<file path="src/rtl/rom_arb_pkg.sv">
// Shared types and default constants for the program-ROM port arbiter.
package rom_arb_pkg;

   typedef enum logic [1:0] {IDLE, WRITE, ADDR, DATA} state_e;

   typedef enum logic {OWN_CPU, OWN_SND} owner_e;

   localparam logic [15:0] DEF_CPU_BASE = 16'h0000;
   localparam logic [15:0] DEF_SND_BASE = 16'h8000;

endpackage

</file>
<file path="src/rtl/rom_arb_dlbuf.sv">
// One-entry buffer for ioctl download writes; flags any strobe that finds it occupied.
module rom_arb_dlbuf
   import rom_arb_pkg::*;
#(
   parameter int unsigned AW = 16,
   parameter int unsigned DW = 8
) (
   input  logic          i_clk_sys,
   input  logic          i_reset_n,
   input  logic          i_dl_active,
   input  logic          i_dl_wr,
   input  logic [AW-1:0] i_dl_addr,
   input  logic [DW-1:0] i_dl_data,
   input  logic          i_drain,
   output logic          o_full,
   output logic [AW-1:0] o_addr,
   output logic [DW-1:0] o_data,
   output logic          o_overrun
);

   logic          r_full;
   logic [AW-1:0] r_addr;
   logic [DW-1:0] r_data;
   logic          r_overrun;
   logic          r_active_q;
   logic          w_load;
   logic          w_drop;
   logic          w_rise;

   // A strobe landing on the drain cycle refills the slot the arbiter is emptying.
   assign w_load = i_dl_wr & (~r_full | i_drain);
   assign w_drop = i_dl_wr & r_full & ~i_drain;
   assign w_rise = i_dl_active & ~r_active_q;

   always_ff @(posedge i_clk_sys or negedge i_reset_n) begin
      if (!i_reset_n) begin
         r_full     <= 1'b0;
         r_addr     <= '0;
         r_data     <= '0;
         r_overrun  <= 1'b0;
         r_active_q <= 1'b0;
      end else begin
         r_active_q <= i_dl_active;
         if (w_load) begin
            r_full <= 1'b1;
            r_addr <= i_dl_addr;
            r_data <= i_dl_data;
         end else if (i_drain) begin
            r_full <= 1'b0;
         end
         if (w_drop) begin
            r_overrun <= 1'b1;
         end else if (w_rise) begin
            r_overrun <= 1'b0;
         end
      end
   end

   assign o_full    = r_full;
   assign o_addr    = r_addr;
   assign o_data    = r_data;
   assign o_overrun = r_overrun;

endmodule

</file>
<file path="src/rtl/rom_port_arbiter.sv">
// Shares the single program-ROM port between download writes and two round-robin CPU readers.
module rom_port_arbiter
   import rom_arb_pkg::*;
#(
   parameter int unsigned   AW       = 16,
   parameter int unsigned   DW       = 8,
   parameter int unsigned   CPU_AW   = 15,
   parameter int unsigned   SND_AW   = 14,
   parameter logic [AW-1:0] CPU_BASE = AW'(DEF_CPU_BASE),
   parameter logic [AW-1:0] SND_BASE = AW'(DEF_SND_BASE)
) (
   input  logic              i_clk_sys,
   input  logic              i_reset_n,
   input  logic              i_dl_active,
   input  logic              i_dl_wr,
   input  logic [AW-1:0]     i_dl_addr,
   input  logic [DW-1:0]     i_dl_data,
   output logic              o_dl_overrun,
   input  logic              i_cpu_req,
   input  logic [CPU_AW-1:0] i_cpu_addr,
   output logic              o_cpu_ack,
   output logic [DW-1:0]     o_cpu_do,
   input  logic              i_snd_req,
   input  logic [SND_AW-1:0] i_snd_addr,
   output logic              o_snd_ack,
   output logic [DW-1:0]     o_snd_do,
   output logic [AW-1:0]     o_mem_addr,
   output logic              o_mem_we,
   output logic [DW-1:0]     o_mem_d,
   input  logic [DW-1:0]     i_mem_q
);

   state_e        r_state,    w_state_nxt;
   owner_e        r_owner,    w_owner_nxt;
   owner_e        r_rr_last,  w_rr_nxt;
   logic [AW-1:0] r_mem_addr, w_mem_addr_nxt;
   logic          r_mem_we,   w_mem_we_nxt;
   logic [DW-1:0] r_mem_d,    w_mem_d_nxt;
   logic          r_cpu_ack,  w_cpu_ack_nxt;
   logic          r_snd_ack,  w_snd_ack_nxt;
   logic [DW-1:0] r_cpu_do,   w_cpu_do_nxt;
   logic [DW-1:0] r_snd_do,   w_snd_do_nxt;

   logic          w_drain;
   logic          w_buf_full;
   logic [AW-1:0] w_buf_addr;
   logic [DW-1:0] w_buf_data;
   logic [AW-1:0] w_cpu_maddr;
   logic [AW-1:0] w_snd_maddr;

   assign w_cpu_maddr = CPU_BASE + AW'(i_cpu_addr);
   assign w_snd_maddr = SND_BASE + AW'(i_snd_addr);

   rom_arb_dlbuf #(
      .AW (AW),
      .DW (DW)
   ) u_dlbuf (
      .i_clk_sys   (i_clk_sys),
      .i_reset_n   (i_reset_n),
      .i_dl_active (i_dl_active),
      .i_dl_wr     (i_dl_wr),
      .i_dl_addr   (i_dl_addr),
      .i_dl_data   (i_dl_data),
      .i_drain     (w_drain),
      .o_full      (w_buf_full),
      .o_addr      (w_buf_addr),
      .o_data      (w_buf_data),
      .o_overrun   (o_dl_overrun)
   );

   always_ff @(posedge i_clk_sys or negedge i_reset_n) begin
      if (!i_reset_n) begin
         r_state    <= IDLE;
         r_owner    <= OWN_CPU;
         r_rr_last  <= OWN_SND;
         r_mem_addr <= '0;
         r_mem_we   <= 1'b0;
         r_mem_d    <= '0;
         r_cpu_ack  <= 1'b0;
         r_snd_ack  <= 1'b0;
         r_cpu_do   <= '0;
         r_snd_do   <= '0;
      end else begin
         r_state    <= w_state_nxt;
         r_owner    <= w_owner_nxt;
         r_rr_last  <= w_rr_nxt;
         r_mem_addr <= w_mem_addr_nxt;
         r_mem_we   <= w_mem_we_nxt;
         r_mem_d    <= w_mem_d_nxt;
         r_cpu_ack  <= w_cpu_ack_nxt;
         r_snd_ack  <= w_snd_ack_nxt;
         r_cpu_do   <= w_cpu_do_nxt;
         r_snd_do   <= w_snd_do_nxt;
      end
   end

   always_comb begin
      w_state_nxt    = r_state;
      w_owner_nxt    = r_owner;
      w_rr_nxt       = r_rr_last;
      w_mem_addr_nxt = r_mem_addr;
      w_mem_we_nxt   = 1'b0;
      w_mem_d_nxt    = r_mem_d;
      w_cpu_ack_nxt  = 1'b0;
      w_snd_ack_nxt  = 1'b0;
      w_cpu_do_nxt   = r_cpu_do;
      w_snd_do_nxt   = r_snd_do;
      w_drain        = 1'b0;
      unique case (r_state)
         IDLE: begin
            if (w_buf_full) begin
               w_drain        = 1'b1;
               w_state_nxt    = WRITE;
               w_mem_addr_nxt = w_buf_addr;
               w_mem_d_nxt    = w_buf_data;
               w_mem_we_nxt   = 1'b1;
            end else if (!i_dl_active && (i_cpu_req || i_snd_req)) begin
               w_state_nxt = ADDR;
               // On a tie the requester not served last wins.
               if (i_cpu_req && (!i_snd_req || r_rr_last == OWN_SND)) begin
                  w_owner_nxt    = OWN_CPU;
                  w_mem_addr_nxt = w_cpu_maddr;
               end else begin
                  w_owner_nxt    = OWN_SND;
                  w_mem_addr_nxt = w_snd_maddr;
               end
            end
         end
         WRITE: w_state_nxt = IDLE;
         ADDR:  w_state_nxt = DATA;
         DATA: begin
            if (r_owner == OWN_CPU) begin
               w_cpu_do_nxt  = i_mem_q;
               w_cpu_ack_nxt = 1'b1;
            end else begin
               w_snd_do_nxt  = i_mem_q;
               w_snd_ack_nxt = 1'b1;
            end
            w_rr_nxt    = r_owner;
            w_state_nxt = IDLE;
         end
         default: w_state_nxt = IDLE;
      endcase
   end

   assign o_mem_addr = r_mem_addr;
   assign o_mem_we   = r_mem_we;
   assign o_mem_d    = r_mem_d;
   assign o_cpu_ack  = r_cpu_ack;
   assign o_snd_ack  = r_snd_ack;
   assign o_cpu_do   = r_cpu_do;
   assign o_snd_do   = r_snd_do;

endmodule
</file>
<file path="config.mk">
export PLATFORM = sky130hd
export DESIGN_NAME = rom_port_arbiter
export DESIGN_NICKNAME = d
export VERILOG_FILES = /design/src/rtl/rom_arb_pkg.sv /design/src/rtl/rom_arb_dlbuf.sv /design/src/rtl/rom_port_arbiter.sv
export SDC_FILE = /design/constraint.sdc
export NUM_CORES = 1
export LEC_CHECK = 0
export ABC_AREA = 1
export CAP_MARGIN = 20
export CORE_MARGIN = 5
export CORE_UTILIZATION = 40
export CTS_CLUSTER_DIAMETER = 60
export DETAILED_ROUTE_END_ITERATION = 6
export PLACE_DENSITY = 0.82
export SYNTH_ARGS = -nofsm -noshare
export SYNTH_HDL_FRONTEND = slang
export SYNTH_SLANG_ARGS = --single-unit
export TNS_END_PERCENT = 30
</file>
<file path="constraint.sdc">
create_clock -name i_clk_sys -period 3.9 [get_ports i_clk_sys]
set_input_delay 0.585 -clock i_clk_sys [delete_from_list [all_inputs] [get_ports i_clk_sys]]
set_output_delay 0.585 -clock i_clk_sys [all_outputs]
set_load 0.01 [all_outputs]
</file>
==> out/qor.yml, run 1 <==
status: "completed"
crit_fanout: 32
p_leak_nw: 2.17
ctsResizeCount: 0
crit_buf_inv: 2
dp_hpwl_um: 6220
rsz0062_at_grt: "false"
seq_area_frac_synth: 0.565
end_kind: "flip-flop"
antenna_found_initial: 0
cp_slowest_stage_delay_ns: 0.85
r2r_start: "r_state[1]"
grt_start_max_net_pins: 75
insertion_delay_ns: 0.34
synthFlopType: "dfrtp_1"
yosysTopAreaCell: "dfrtp_1"
vias: 2893
layout-drive-gt1-share: 0.0847
cp-start-kind: "input pin"
fin_tns_setup_ns: 0
cp.required_ns: 4.17
htree_num_levels: 3
critPathTopFamily: "buffers and inverters"
synthToLayoutAreaGrowth_pct: 39.4
max_freq_ghz: 0.424
synthTopCellsByArea: "dfrtp_1 56%, nand2_1 13%, nand3_1 9.2%"
via_per_inst: 4.91
fp.dieArea_mm2: 0.0101
cp-startpoint: "i_cpu_req"
cts_tree: "built"
finalPower_w: 0.00354
route.detailed.wl_per_inst_um: 14.2
ys_ff_latch: 74
grtUsageTotal: 0.168
power.density_mw_per_mm2: 774
worstSetupPathType: "input pin to flip-flop"
portBuffers: 110
slew_headroom: 0.340
hold_violations: 0
drt_iter0_markers: 185
timing.critical_path.mode_cell: "nand2_1"
cts_setup_buffers: 0
dieWidth_um: 101
ff2ff_path_depth: 5
fillerInstances: 748
syn_area_mm2: 0.00328
cts_root_buffer: "clkbuf_8"
synthDistinctLibCells: 22
clkSinkCount: 74
nets: 546
grt_pass1_vias: 2868
setup_viol: 0
routabilityCongestion: 0.875
synth.top_cell.area_share: 0.557
holdBufCountCts: 0
rrSetupSlack_ns: 1.98
cp_slowest_cell: "clkdlybuf4s50_1"
ant_nets: 0
grt-ovfl-total: 0
synth_cells: 381
tightest_slew_ns: 0.987
report.final.slew_viol_count: 0
cts_buffers: 9
r2r_end: "u_dlbuf.o_data[1]"
drt-pass1-iter-count: 4
async_reset_ff_frac: 1.00
drv_cap: 0
path_depth: 7
drt-total-wl_um: 8360
n_antenna_cell: 0
synth.avg_cell_area_um2: 8.61
crit_arrival_ns: 2.63
core-area_mm2: 0.00809
clock_skew_ns: 0.0128
fin_crit_sh: 0.605
syn-num-nets: 448
die_h_um: 101
critPathCapture: "o_mem_addr[12]"
grt_pass1_wl_um: 13600
ir_worst_vdd_mv: 0.333
clkTransAtPathRegs_ns: 0.07
min_path_type: "input pin to asynchronous set/reset pin"
cp_cell_sequence: "clkdlybuf4s50_1 -> inv_1 -> nand2_1 -> nand3_2 -> a21oi_1 -> nand2_1 -> nand2_1"
drc: 0
num_io_pins: 111
clock_path_buffers: 2
synth-edff-count: 0
initial_core_util: 0.405
num_rows: 33
finalCriticalPeriod_ns: 2.36
synth_warnings: 0
## where the power goes
group / internal (W) / switching, W
combinational: 0.000744 / 0.000855
sequential: 0.00115 / 0.000219
clock: 0.000311 / 0.000264
## registers in the layout (all words and copies together) (netlist names), 2 cells and up
register and count:
o_mem_addr 16, u_dlbuf.o_addr 16, o_mem_d 8, u_dlbuf.o_data 8
r_state 2, o_snd_do 8, o_cpu_do 8
## cell usage after synthesis, types with 2 or more instances
library cell    n
a21oi_1        24
buf_2          15
buf_4           4
buf_6           2
dfrtp_1        73
inv_1          25
nand2_1       114
nand2_2         2
nand3_1        60
nor2_1         23
nor2_2          3
o21ai_0        11
o21ai_2        16
## kinds of logic after synthesis
kind of cell,after synthesis,synth area share
and+or+nand+nor,203,0.261
DFF,74,0.565
AOI/OAI and AO/OA,54,0.102
buffers and inverters,50,0.0725
## routing by layer
metal / track usage / vias to the layer above / wire (um)
li1: - / 1419 / -
met2: 0.270 / 98 / 4150
met1: 0.220 / 1358 / 3500
met5: 0 / - / 0
met3: 0.0318 / 18 / 495
met4: 0.0767 / 0 / 216
## worst reg2reg max path: cells and delay by family, from the launching register on
kind | cells | cell delay (ns)
DFF | 1 | 0.42
buffers and inverters | 1 | 0.23
AOI/OAI and AO/OA | 2 | 0.22
and+or+nand+nor | 2 | 0.90
## layout make-up
type | count | area [um^2] | share of cell area
repair buffers | 111 | 1110 | 0.242
inverters | 26 | 97.6 | 0.0213
flip-flops and latches | 74 | 1850 | 0.405
multi-input cells | 257 | 1190 | 0.260
well taps | 105 | 131 | 0.0287
clock inverters | 5 | 55.1 | 0.0120
clock buffers | 11 | 141 | 0.0309
## layout by cell type, fill, tap and decap left out, drive strengths merged
cell	synthesis	layout
nor2	26	26
buf	22	2
clkbuf	2	11
bufinv	0	1
dfstp	1	1
a21oi	24	24
o21ai	28	28
nand3	61	61
clkinvlp	0	2
o22ai	1	1
a21boi	1	1
clkdlybuf4s50	0	109
clkinv	0	2
inv	26	26
nand2	116	116
dfrtp	73	73
## worst min-delay path by stage
stage                   start            end  slack [ns]  cells after the start
global route        i_reset_n  o_mem_addr[7]        0.45                      1
global placement      r_owner      o_cpu_ack        0.45                      1
finish              i_reset_n  o_mem_addr[7]        0.36                      1
detailed placement    r_owner      o_cpu_ack        0.45                      1
CTS                 i_reset_n  o_mem_addr[4]        0.41                      1
floorplan           i_reset_n      o_cpu_ack        0.29                      0
## through the flow
stage | hold slack [ns] | instance area [um^2] | instances | setup slack, ns | utilization
2_1_floorplan | 0.289 | 3280 | 381 | 2.55 | -
3_3_place_gp | 0.448 | 4380 | 573 | 1.30 | 0.541
3_5_place_dp | 0.453 | 4380 | 573 | 1.24 | 0.541
4_1_cts | 0.413 | 4570 | 589 | 1.59 | 0.565
5_1_grt | 0.452 | 4570 | 589 | 1.34 | 0.565
6_report | 0.357 | 4570 | 589 | 1.54 | 0.565
No activity file was read; power rests on OpenSTA's default activity.
==> run 2, diff against run 1 <==
- PLACE_DENSITY: 0.82 -> 0.84
- clock period: 3.9 -> 2.1 ns (I/O delays scaled with it)
==> out/qor.yml, run 2 (synthesis gave the netlist of run 1 again) <==
ctsResizeCount: 0  # unchanged
rrSetupSlack_ns: 0.43  # -1.55 ns
antenna_found_initial: 0  # unchanged
worstSetupPathType: "flip-flop to flip-flop"
cp_slowest_cell: "nand2_2"
insertion_delay_ns: 0.33  # about the same
fillerInstances: 744  # -0.53%
finalPower_w: 0.00646  # +82%
r2r_start: "r_state[1]"
cts_tree: "built"
via_per_inst: 4.82  # -1.8%
drt-total-wl_um: 8330  # -0.39%
timing.critical_path.mode_cell: "nand2_1"
critPathCapture: "o_mem_addr[6]"
clkSinkCount: 74  # unchanged
cp_slowest_stage_delay_ns: 0.46  # -0.39 ns
drt-pass1-iter-count: 4  # unchanged
grt_start_max_net_pins: 59  # -21%
p_leak_nw: 2.20  # +1.6%
grtUsageTotal: 0.170  # +0.00187
cts_buffers: 9  # unchanged
drc: 0  # unchanged
setup_viol: 0  # unchanged
final_cell_mix: "114 x nand2_1, 109 x clkdlybuf4s50_1, 73 x dfrtp_1"
nets: 555  # +1.6%
drt_iter0_markers: 176  # -4.9%
num_io_pins: 111  # unchanged
dp_slack_ns: 0.327  # -0.914 ns
route.detailed.wl_per_inst_um: 13.9  # -1.9%
htree_num_levels: 3  # unchanged
setup_slack_ns: 0.428  # -1.11 ns
cp-start-kind: "flip-flop"
crit_arrival_ns: 1.95  # -0.68 ns
crit_fanout: 46  # +44%
ir_worst_vdd_mv: 0.515  # +54%
placed_area_mm2: 0.00445  # +1.5%
fp.dieArea_mm2: 0.0101  # unchanged
cp_cell_sequence: "nor2_2 -> nand2_2 -> a21oi_1 -> nand2_1 -> nand2_1"
layout-drive-gt1-share: 0.0974  # +0.0127
status: "completed"
max_freq_ghz: 0.598
initial_core_util: 0.405  # unchanged
n_antenna_cell: 0  # unchanged
holdBufCountCts: 0  # unchanged
synthToLayoutAreaGrowth_pct: 40.5
die_h_um: 101  # unchanged
drv_cap: 0  # unchanged
report.final.slew_viol_count: 0  # unchanged
clkTransAtPathRegs_ns: 0.08  # about the same
grt_pass1_wl_um: 13600  # +0.21%
hold_violations: 0  # unchanged
rsz0062_at_grt: "false"
power.density_mw_per_mm2: 1400  # +81%
dp_hpwl_um: 6220  # about the same
min_path_type: "input pin to asynchronous set/reset pin"
fin_crit_sh: 0.796
slew_headroom: 0.474  # +0.134
tightest_slew_ns: 0.786  # -0.201 ns
cts_root_buffer: "clkbuf_8"
core-area_mm2: 0.00809  # unchanged
grt-ovfl-total: 0  # unchanged
ff2ff_path_depth: 5  # unchanged
ant_nets: 0  # unchanged
fin_area_mm2: 0.00461  # +0.77%
fin_util: 0.570  # +0.00433
cp.required_ns: 2.38  # -1.79 ns
portBuffers: 110  # unchanged
cts_setup_buffers: 0  # unchanged
vias: 2884  # -0.31%
grt_pass1_vias: 2781  # -3.0%
r2r_end: "o_mem_addr[6]"
mostFrequentLayoutCell: "nand2_1"
dieWidth_um: 101  # unchanged
num_rows: 33  # unchanged
cp-startpoint: "r_state[1]"
clock_path_buffers: 2  # unchanged
fin_tns_setup_ns: 0  # unchanged
clock_skew_ns: 0.00825  # -0.00457 ns
finalCriticalPeriod_ns: 1.67
end_kind: "flip-flop"
routabilityCongestion: 0.924  # +5.6%
-- run 2: cell count changes in the layout (fill, tap and decap cells not counted) --
cell        before  now
buf_4            2   11
bufinv_16        1    0
clkbuf_1         1    3
clkinv_2         2    3
clkinvlp_4       2    0
-- run 2: final cells by class --
type / count / area [um^2] / share of cell area
sequential: 74 / 1850 / 0.402
multi-input combinational: 257 / 1190 / 0.258
timing repair buffer: 120 / 1170 / 0.255
clock buffer: 13 / 149 / 0.0323
tap: 105 / 131 / 0.0285
inverter: 26 / 97.6 / 0.0212
clock inverter: 3 / 15.0 / 0.00326
-- run 2: how the worst min path moves through the flow --
stage,endpoint,start,cells after the start
6_report,o_mem_addr[9],i_reset_n,1
5_1_grt,o_mem_addr[8],i_reset_n,1
4_1_cts,o_mem_addr[8],i_reset_n,1
3_5_place_dp,o_mem_addr[8],i_reset_n,1
3_3_place_gp,o_mem_addr[8],i_reset_n,1
2_1_floorplan,o_cpu_ack,i_reset_n,0
-- run 2: per-layer routing --
layer / share of wire / global-route usage / wire length [um] / up-vias
li1: - / - / - / 1437
met1: 0.44 / 0.231 / 3670 / 1348
met2: 0.49 / 0.268 / 4070 / 84
met3: 0.047 / 0.0284 / 389 / 15
met4: 0.024 / 0.0746 / 201 / 0
met5: 0 / 0 / 0 / -
-- run 2: power by group --
group          internal (W)  total [W]  leakage, nW  switching [W]
Combinational       0.00142    0.00301         1.22        0.00159
Clock              0.000457   0.000932       0.0872       0.000475
Sequential          0.00213    0.00252        0.893       0.000391
-- run 2: worst max-delay path: cells and delay by family, from the launching register on --
kind,cells,cell delay (ns)
AND/OR/NAND/NOR,4,0.80
flip-flops,1,0.42
AO/OA/AOI/OAI,1,0.39
-- run 2: per-stage QoR --
stage          instances  hold slack (ns)
2_1_floorplan        381           0.0194
3_3_place_gp         582            0.412
3_5_place_dp         582            0.419
4_1_cts              598           0.0488
5_1_grt              598           0.0847
6_report             598           0.0285
